`src/rtl/fifo_write_arbiter.sv`:
```
// fifo_write_arbiter: round-robin, burst-capable arbiter sharing one FIFO write port among NUM_REQ producers.
// Optional WRARB_STALL_CNT_EN adds a saturating stall_cnt output counting cycles blocked by w_full.
module fifo_write_arbiter #(
  parameter int NUM_REQ    = 4,
  parameter int DATA_WIDTH = 8,
  parameter int MAX_BURST  = 4
) (
  input  logic                          write_clk,
  input  logic                          reset_n,
  input  logic [NUM_REQ-1:0]            req,
  input  logic [NUM_REQ-1:0]            last,
  input  logic [NUM_REQ*DATA_WIDTH-1:0] data,
  output logic [NUM_REQ-1:0]            ack,
  input  logic                          w_full,
  output logic                          w_en,
  output logic [DATA_WIDTH-1:0]         w_data,
  output logic [$clog2(NUM_REQ)-1:0]    grant_id,
`ifdef WRARB_STALL_CNT_EN
  output logic                          busy,
  output logic [15:0]                   stall_cnt
`else
  output logic                          busy
`endif
);
  localparam int IW = $clog2(NUM_REQ);
  localparam int CW = $clog2(MAX_BURST + 1);
  typedef enum logic {IDLE, BURST} state_t;
  state_t state, state_nx;
  logic [IW-1:0] rr_ptr, rr_nx, owner, owner_nx, sel, cur, idx;
  logic [CW-1:0] cnt, cnt_nx;
  logic beat;
  function automatic logic [IW-1:0] inc(input logic [IW-1:0] x);
    return x == IW'(NUM_REQ - 1) ? '0 : x + IW'(1);
  endfunction
  // Descending scan so the requester closest above rr_ptr wins.
  always_comb begin
    sel = '0;
    idx = '0;
    for (int k = NUM_REQ - 1; k >= 0; k--) begin
      idx = IW'((int'(rr_ptr) + k) % NUM_REQ);
      if (req[idx]) sel = idx;
    end
  end
  always_comb begin
    state_nx = state;
    rr_nx    = rr_ptr;
    owner_nx = owner;
    cnt_nx   = cnt;
    cur      = state == BURST ? owner : sel;
    beat     = reset_n && req[cur] && !w_full;
    if (state == IDLE) begin
      if (beat) begin
        if (last[cur] || MAX_BURST == 1) rr_nx = inc(cur);
        else begin
          state_nx = BURST;
          owner_nx = cur;
          cnt_nx   = CW'(1);
        end
      end
    end else if (!req[owner] || (beat && (last[owner] || cnt + CW'(1) == CW'(MAX_BURST)))) begin
      state_nx = IDLE;
      rr_nx    = inc(owner);
      cnt_nx   = '0;
    end else if (beat) cnt_nx = cnt + CW'(1);
  end
  // Outputs are gated by reset_n so they fall the instant reset asserts.
  assign ack      = beat ? {{(NUM_REQ-1){1'b0}}, 1'b1} << cur : '0;
  assign w_en     = beat;
  assign w_data   = beat ? data[cur*DATA_WIDTH +: DATA_WIDTH] : '0;
  assign grant_id = reset_n ? cur : '0;
  assign busy     = reset_n && state == BURST;
  always_ff @(posedge write_clk or negedge reset_n)
    if (!reset_n) begin
      state  <= IDLE;
      rr_ptr <= '0;
      owner  <= '0;
      cnt    <= '0;
    end else begin
      state  <= state_nx;
      rr_ptr <= rr_nx;
      owner  <= owner_nx;
      cnt    <= cnt_nx;
    end
`ifdef WRARB_STALL_CNT_EN
  always_ff @(posedge write_clk or negedge reset_n)
    if (!reset_n) stall_cnt <= '0;
    else if (|req && w_full && stall_cnt != 16'hFFFF) stall_cnt <= stall_cnt + 16'd1;
`else
`endif
endmodule
```
`config.mk`:
```
export PLATFORM = sky130hd
export DESIGN_NAME = fifo_write_arbiter
export DESIGN_NICKNAME = d
export VERILOG_FILES = /design/src/rtl/fifo_write_arbiter.sv
export SDC_FILE = /design/constraint.sdc
export NUM_CORES = 1
export LEC_CHECK = 0
export ABC_AREA = 1
export CELL_PAD_IN_SITES_DETAIL_PLACEMENT = 0
export CELL_PAD_IN_SITES_GLOBAL_PLACEMENT = 2
export CORE_MARGIN = 2
export CORE_UTILIZATION = 17
export DETAILED_ROUTE_END_ITERATION = 12
export PLACE_DENSITY_LB_ADDON = 0.1
export SKIP_CTS_REPAIR_TIMING = 1
export SKIP_LAST_GASP = 1
export SLEW_MARGIN = 5
export SYNTH_ARGS = -nofsm -noshare
export SYNTH_HDL_FRONTEND = slang
export SYNTH_SLANG_ARGS = --single-unit
export TNS_END_PERCENT = 100
```
`constraint.sdc`:
```
create_clock -name write_clk -period 2.1 [get_ports write_clk]
set_input_delay 0.315 -clock write_clk [delete_from_list [all_inputs] [get_ports write_clk]]
set_output_delay 0.315 -clock write_clk [all_outputs]
set_load 0.02 [all_outputs]
```
* Word level (Yosys, flattened, before mapping)
Cells that the tools add are included.
** Word-level totals
- Flip-flop bits (word level) :: 8
- Bits of input ports :: 43
- Logic and storage cells :: 78
** Operators by class
- Add/subtract/negate cells :: 6
- Magnitude comparators :: 6
- Equal/unequal tests :: 5
- Shifts and indexed selects :: 2
- Mux-type cells :: 39
- Bitwise gates (word level) :: 2
- Reduce and logical (&&, ||, !) cells :: 14
** Operators by type and width (number)
- 32-bit by 6-bit variable part select with 8-bit output :: 1
- 2-bit 2-to-1 mux :: 12
- 2-bit by 3-bit less-than comparator with 1-bit output, second input constant :: 6
- 1-bit binary-select mux with 2-bit select :: 8
- 3-bit 2-to-1 mux :: 5
- 1-bit 2-to-1 mux :: 12
- 3-bit AND reduction :: 3
- 8-bit 2-to-1 mux :: 1
- 2-bit by 1-bit adder with 2-bit output, second input constant :: 3
- 2-bit nonzero test :: 3
- 2-bit adder, second input constant :: 2
- 2-bit == test, second input constant :: 2
- 1-bit logical AND :: 4
- 4-bit 2-to-1 mux :: 1
- 1-bit by 2-bit << shifter with 4-bit output, first input constant :: 1
- 3-bit by 1-bit adder with 3-bit output, second input constant :: 1
- 3-bit == test, second input constant :: 1
- 1-bit zero test :: 2
- 1-bit logical OR :: 2
- 2-bit by 1-bit inequality test with 1-bit output, second input constant :: 1
- 2-bit inequality test, second input constant :: 1
- 1-bit inverter :: 2

* Longest topological paths before layout
- Depth in word-level cells :: 16
- Gate-level depth with buffers :: 19

* Worst setup path after synthesis
No wires, ideal clock.
- Path kind :: reg-to-output
- Start :: reg rr_ptr[0]
- End :: out w_data[1]
- Arrival :: 1958 ps
- Data required time :: 1785 ps
- Path slack :: -173 ps
- Stages on the path, launching flop included :: 16
- Path buffers :: 2
- Path through :: dfrtp_1 > buf_6 > inv_2 > nand2_2 > nor2_2 > nor2_2 > nand3_1 > nand3_1 > nand3_2 > nand2_4 > nand2_1 > nand3_1 > nand2_2 > nand2_4 > buf_2 > a21oi_1
** On the way
- Word-level cells in the longest chain between the ends :: 13
- Elaborated cells on any way between the ends :: 22
- Those cells by class :: add/sub (3); shift (1); mux (16); reduce/logical (2)
** RTL lines
- start: declaration :: line 29 : logic [IW-1:0] rr_ptr, rr_nx, owner, owner_nx, sel, cur, idx;
- start signal: assignment :: line 80 : rr_ptr <= rr_nx;
- 2-bit adder :: line 40 : idx = IW'((int'(rr_ptr) + k) % NUM_REQ);
- 1-bit binary-select mux with 2-bit select :: line 41 : if (req[idx]) sel = idx;
- 1-bit 2-to-1 mux (not written as such) :: line 41
- 2-bit 2-to-1 mux (3 in a row) :: line 41
- 2-bit 2-to-1 mux (*) :: line 41
- 2-bit 2-to-1 mux (*) :: line 49 : cur = state == BURST ? owner : sel;
- branches (longest 4 deep; another with 32-bit by 6-bit variable part select with 8-bit output)
- 8-bit 2-to-1 mux (*) :: line 69 : assign w_data = beat ? data[cur*DATA_WIDTH +: DATA_WIDTH] : '0;
- end: declaration :: line 16 : output logic [DATA_WIDTH-1:0] w_data,
Mark *: on every way between the ends. The select of a mux whose other input is x is not followed.

* Worst setup path in the final report
- Start :: reg rr_ptr[0]
- End :: out w_data[0]
The elaborated chain is that of the path after synthesis.

==> flow_summary.toml <==
[run_status]
status = "finished, violations left"
violations = "negative setup slack"

[clock_tree]
clk_pin_slew_worst_paths_ps = 40
cts_buffers = 3
clockBufferDepth = 2
tritoncts = "done"
cts.sinks = 8
insertion_delay_ps = 230
ctsHtreeMaxLevel = 1
cts_root_buf = "clkbuf_8"

[layout]
fill_cells = 744
final_nets = 362
instances_no_fill = 406
final_area_um2 = 2720
drive_gt1_frac = 0.465
diodes = 0
area_growth_pct = 122

[routing]
viasPerCell = 4.04
first_pass_iters = 6
vias = 1642
drc = 0
wl_per_cell_um = 12.2
drt_wl_total_um = 4970
dr.first_iter.drc_count = 37
drtAntennaViolNets = 0

[die]
chipHeight_um = 88.9
rows = 30
coreArea_um2 = 6870
dieArea_um2 = 7900
die_x_um = 88.9
io_pins = 59
initial_utilization = 0.178

[grt]
grt.total_usage = 0.122
antenna_found_initial = 0
grt_pass1_wl_um = 7540
overflow = 0
grt_pass1_vias = 1562
grt_max_degree = 22

[worst_setup_path]
path_buf_inv = 4
required_ps = 1780
critPathSlowestCell = "dfrtp_2"
cp_data_arrival_time_ps = 2230
path_max_fanout = 7
critical_path_class = "reg -> out"
crit_chain = "buf_12 > inv_6 > nand2_2 > nor2_4 > nor2_4 > nand3_2 > nand2_2 > nand2_2 > nand3_4 > nand3_1 > nand3_2 > nand2_4 > nand2_4 > buf_12 > a21oi_4 > buf_6"
end_kind = "output port"
startpoint_type = "flop"
cpMostUsedCell = "nand2_2"
cpLargestDelayFamily = "simple AND/OR/NAND/NOR gates"
cpPeakStageDelay_ps = 420

[place]
io_buffers = 58
gp_congestion = 0.773
dp.cells = 393
place_hpwl_um = 3820
dp_slack_ps = -1050
place_area_um2 = 2250

[synth]
postSynthAreaPerCell_um2 = 5.70
synth.most_common_cell = "nand2_1"
seq_area_frac_synth = 0.163
synthDistinctLibCells = 24
yosys_warnings = 0
yosysTopAreaCell = "dfrtp_1"
async_flop_share = 1.00
ys_ff_latch = 8
syn_inst = 215
synth_ff_type = "dfrtp_1"
syn_nets = 265
synth_area_um2 = 1220
synth_edf_count = 0
synth_top_area_share = 0.163
synthTopCellsByCount = "48 x nand2_1, 43 x nor2_1, 20 x nand3_1"
ys_top_cells_by_area = "dfrtp_1 16%, nand2_1 15%, nor2_1 13%"

[sta]
hold-worst-slack_ps = 432
fin_skew_ps = 4.40
period_share = 1.21
fin_crit_ps = 2540
setup_viol = 22
slew_violations = 0
worstMarginPinSlew_ps = 259
clock.fmax_ghz = 0.393
fin_ws_ps = -443
timing_hold_violations_final = 0
slew_headroom = 0.827
rsz0062_at_grt = "yes"

[min_path]
hold_class = "in -> async"

[power]
power_density_nw_per_um2 = 1770
leakage_uw = 0.00128
vdd_ir_drop_max_v = 0.000698

[job]
maxCapViolCount = 0
-- registers in the layout, indices dropped and copies added (netlist names) --
name,flops
cnt,3
owner,2
rr_ptr,2
state,1
-- metal layers --
metal / routed length [um] / global-route usage
met5: 0 / 0
met4: 0 / 0.0124
met3: 195 / 0.0168
met2: 2460 / 0.212
met1: 2310 / 0.167
-- where the power goes --
| part | leakage (uW) | internal (uW) | switching, uW |
|---|---|---|---|
| registers | 0.0000994 | 225 | 69.3 |
| logic | 0.00116 | 1970 | 2380 |
| clock network | 0.0000216 | 124 | 60.8 |
| total | 0.00128 | 2320 | 2510 |
-- cells by family after synthesis --
| kind of cell | synth area share |
|---|---|
| AO/OA/AOI/OAI | 0.169 |
| AND/OR/NAND/NOR | 0.473 |
| flip-flops | 0.163 |
| XOR/XNOR | 0.00715 |
| buffers and inverters | 0.116 |
| adder cells (fa/ha/maj) | 0.0715 |
-- final cells by class --
type / count / area (um^2) / area share
multi-input cells: 175 / 1230 / 0.451
clock buffers: 3 / 41.3 / 0.0152
repair buffers: 100 / 1030 / 0.377
inverters: 24 / 105 / 0.0386
well taps: 96 / 120 / 0.0441
flip-flops and latches: 8 / 203 / 0.0744
-- per-stage QoR --
step           TNS [ps]   util  power [uW]
4_1_cts          -15810  0.334        3710
3_3_place_gp     -18190  0.328        3540
2_1_floorplan     -32.8      -        2380
5_1_grt          -10980  0.396        5290
3_5_place_dp     -17380  0.328        3500
6_report          -7430  0.396        4820
-- final timing paths --
| check | endpoint | slack, ps | cells past startpoint | start |
|---|---|---|---|---|
| max in group asynchronous | rr_ptr[0]$_DFFE_PN0P_ | 1520 | 2 | reset_n |
| max reg2reg | rr_ptr[0]$_DFFE_PN0P_ | -280 | 19 | rr_ptr[0]$_DFFE_PN0P_ |
| min reg2reg | cnt[2]$_DFFE_PN0P_ | 500 | 2 | cnt[2]$_DFFE_PN0P_ |
| min in group write_clk | cnt[2]$_DFFE_PN0P_ | 500 | 2 | cnt[2]$_DFFE_PN0P_ |
| max | w_data[0] | -440 | 16 | rr_ptr[0]$_DFFE_PN0P_ |
| min | cnt[0]$_DFFE_PN0P_ | 430 | 2 | reset_n |
-- placed cells by master (no fill, tap or decap), drive strengths merged --
master,count
nand2,56
buf,55
nor2,46
clkdlybuf4s50,38
o21ai,24
inv,24
nand3,24
a21oi,12
dfrtp,8
ha,7
dlymetal6s2s,5
clkbuf,5
nand4,2
and3,1
a32o,1
xnor2,1
a32oi,1
(Power assumes the default switching activity.)
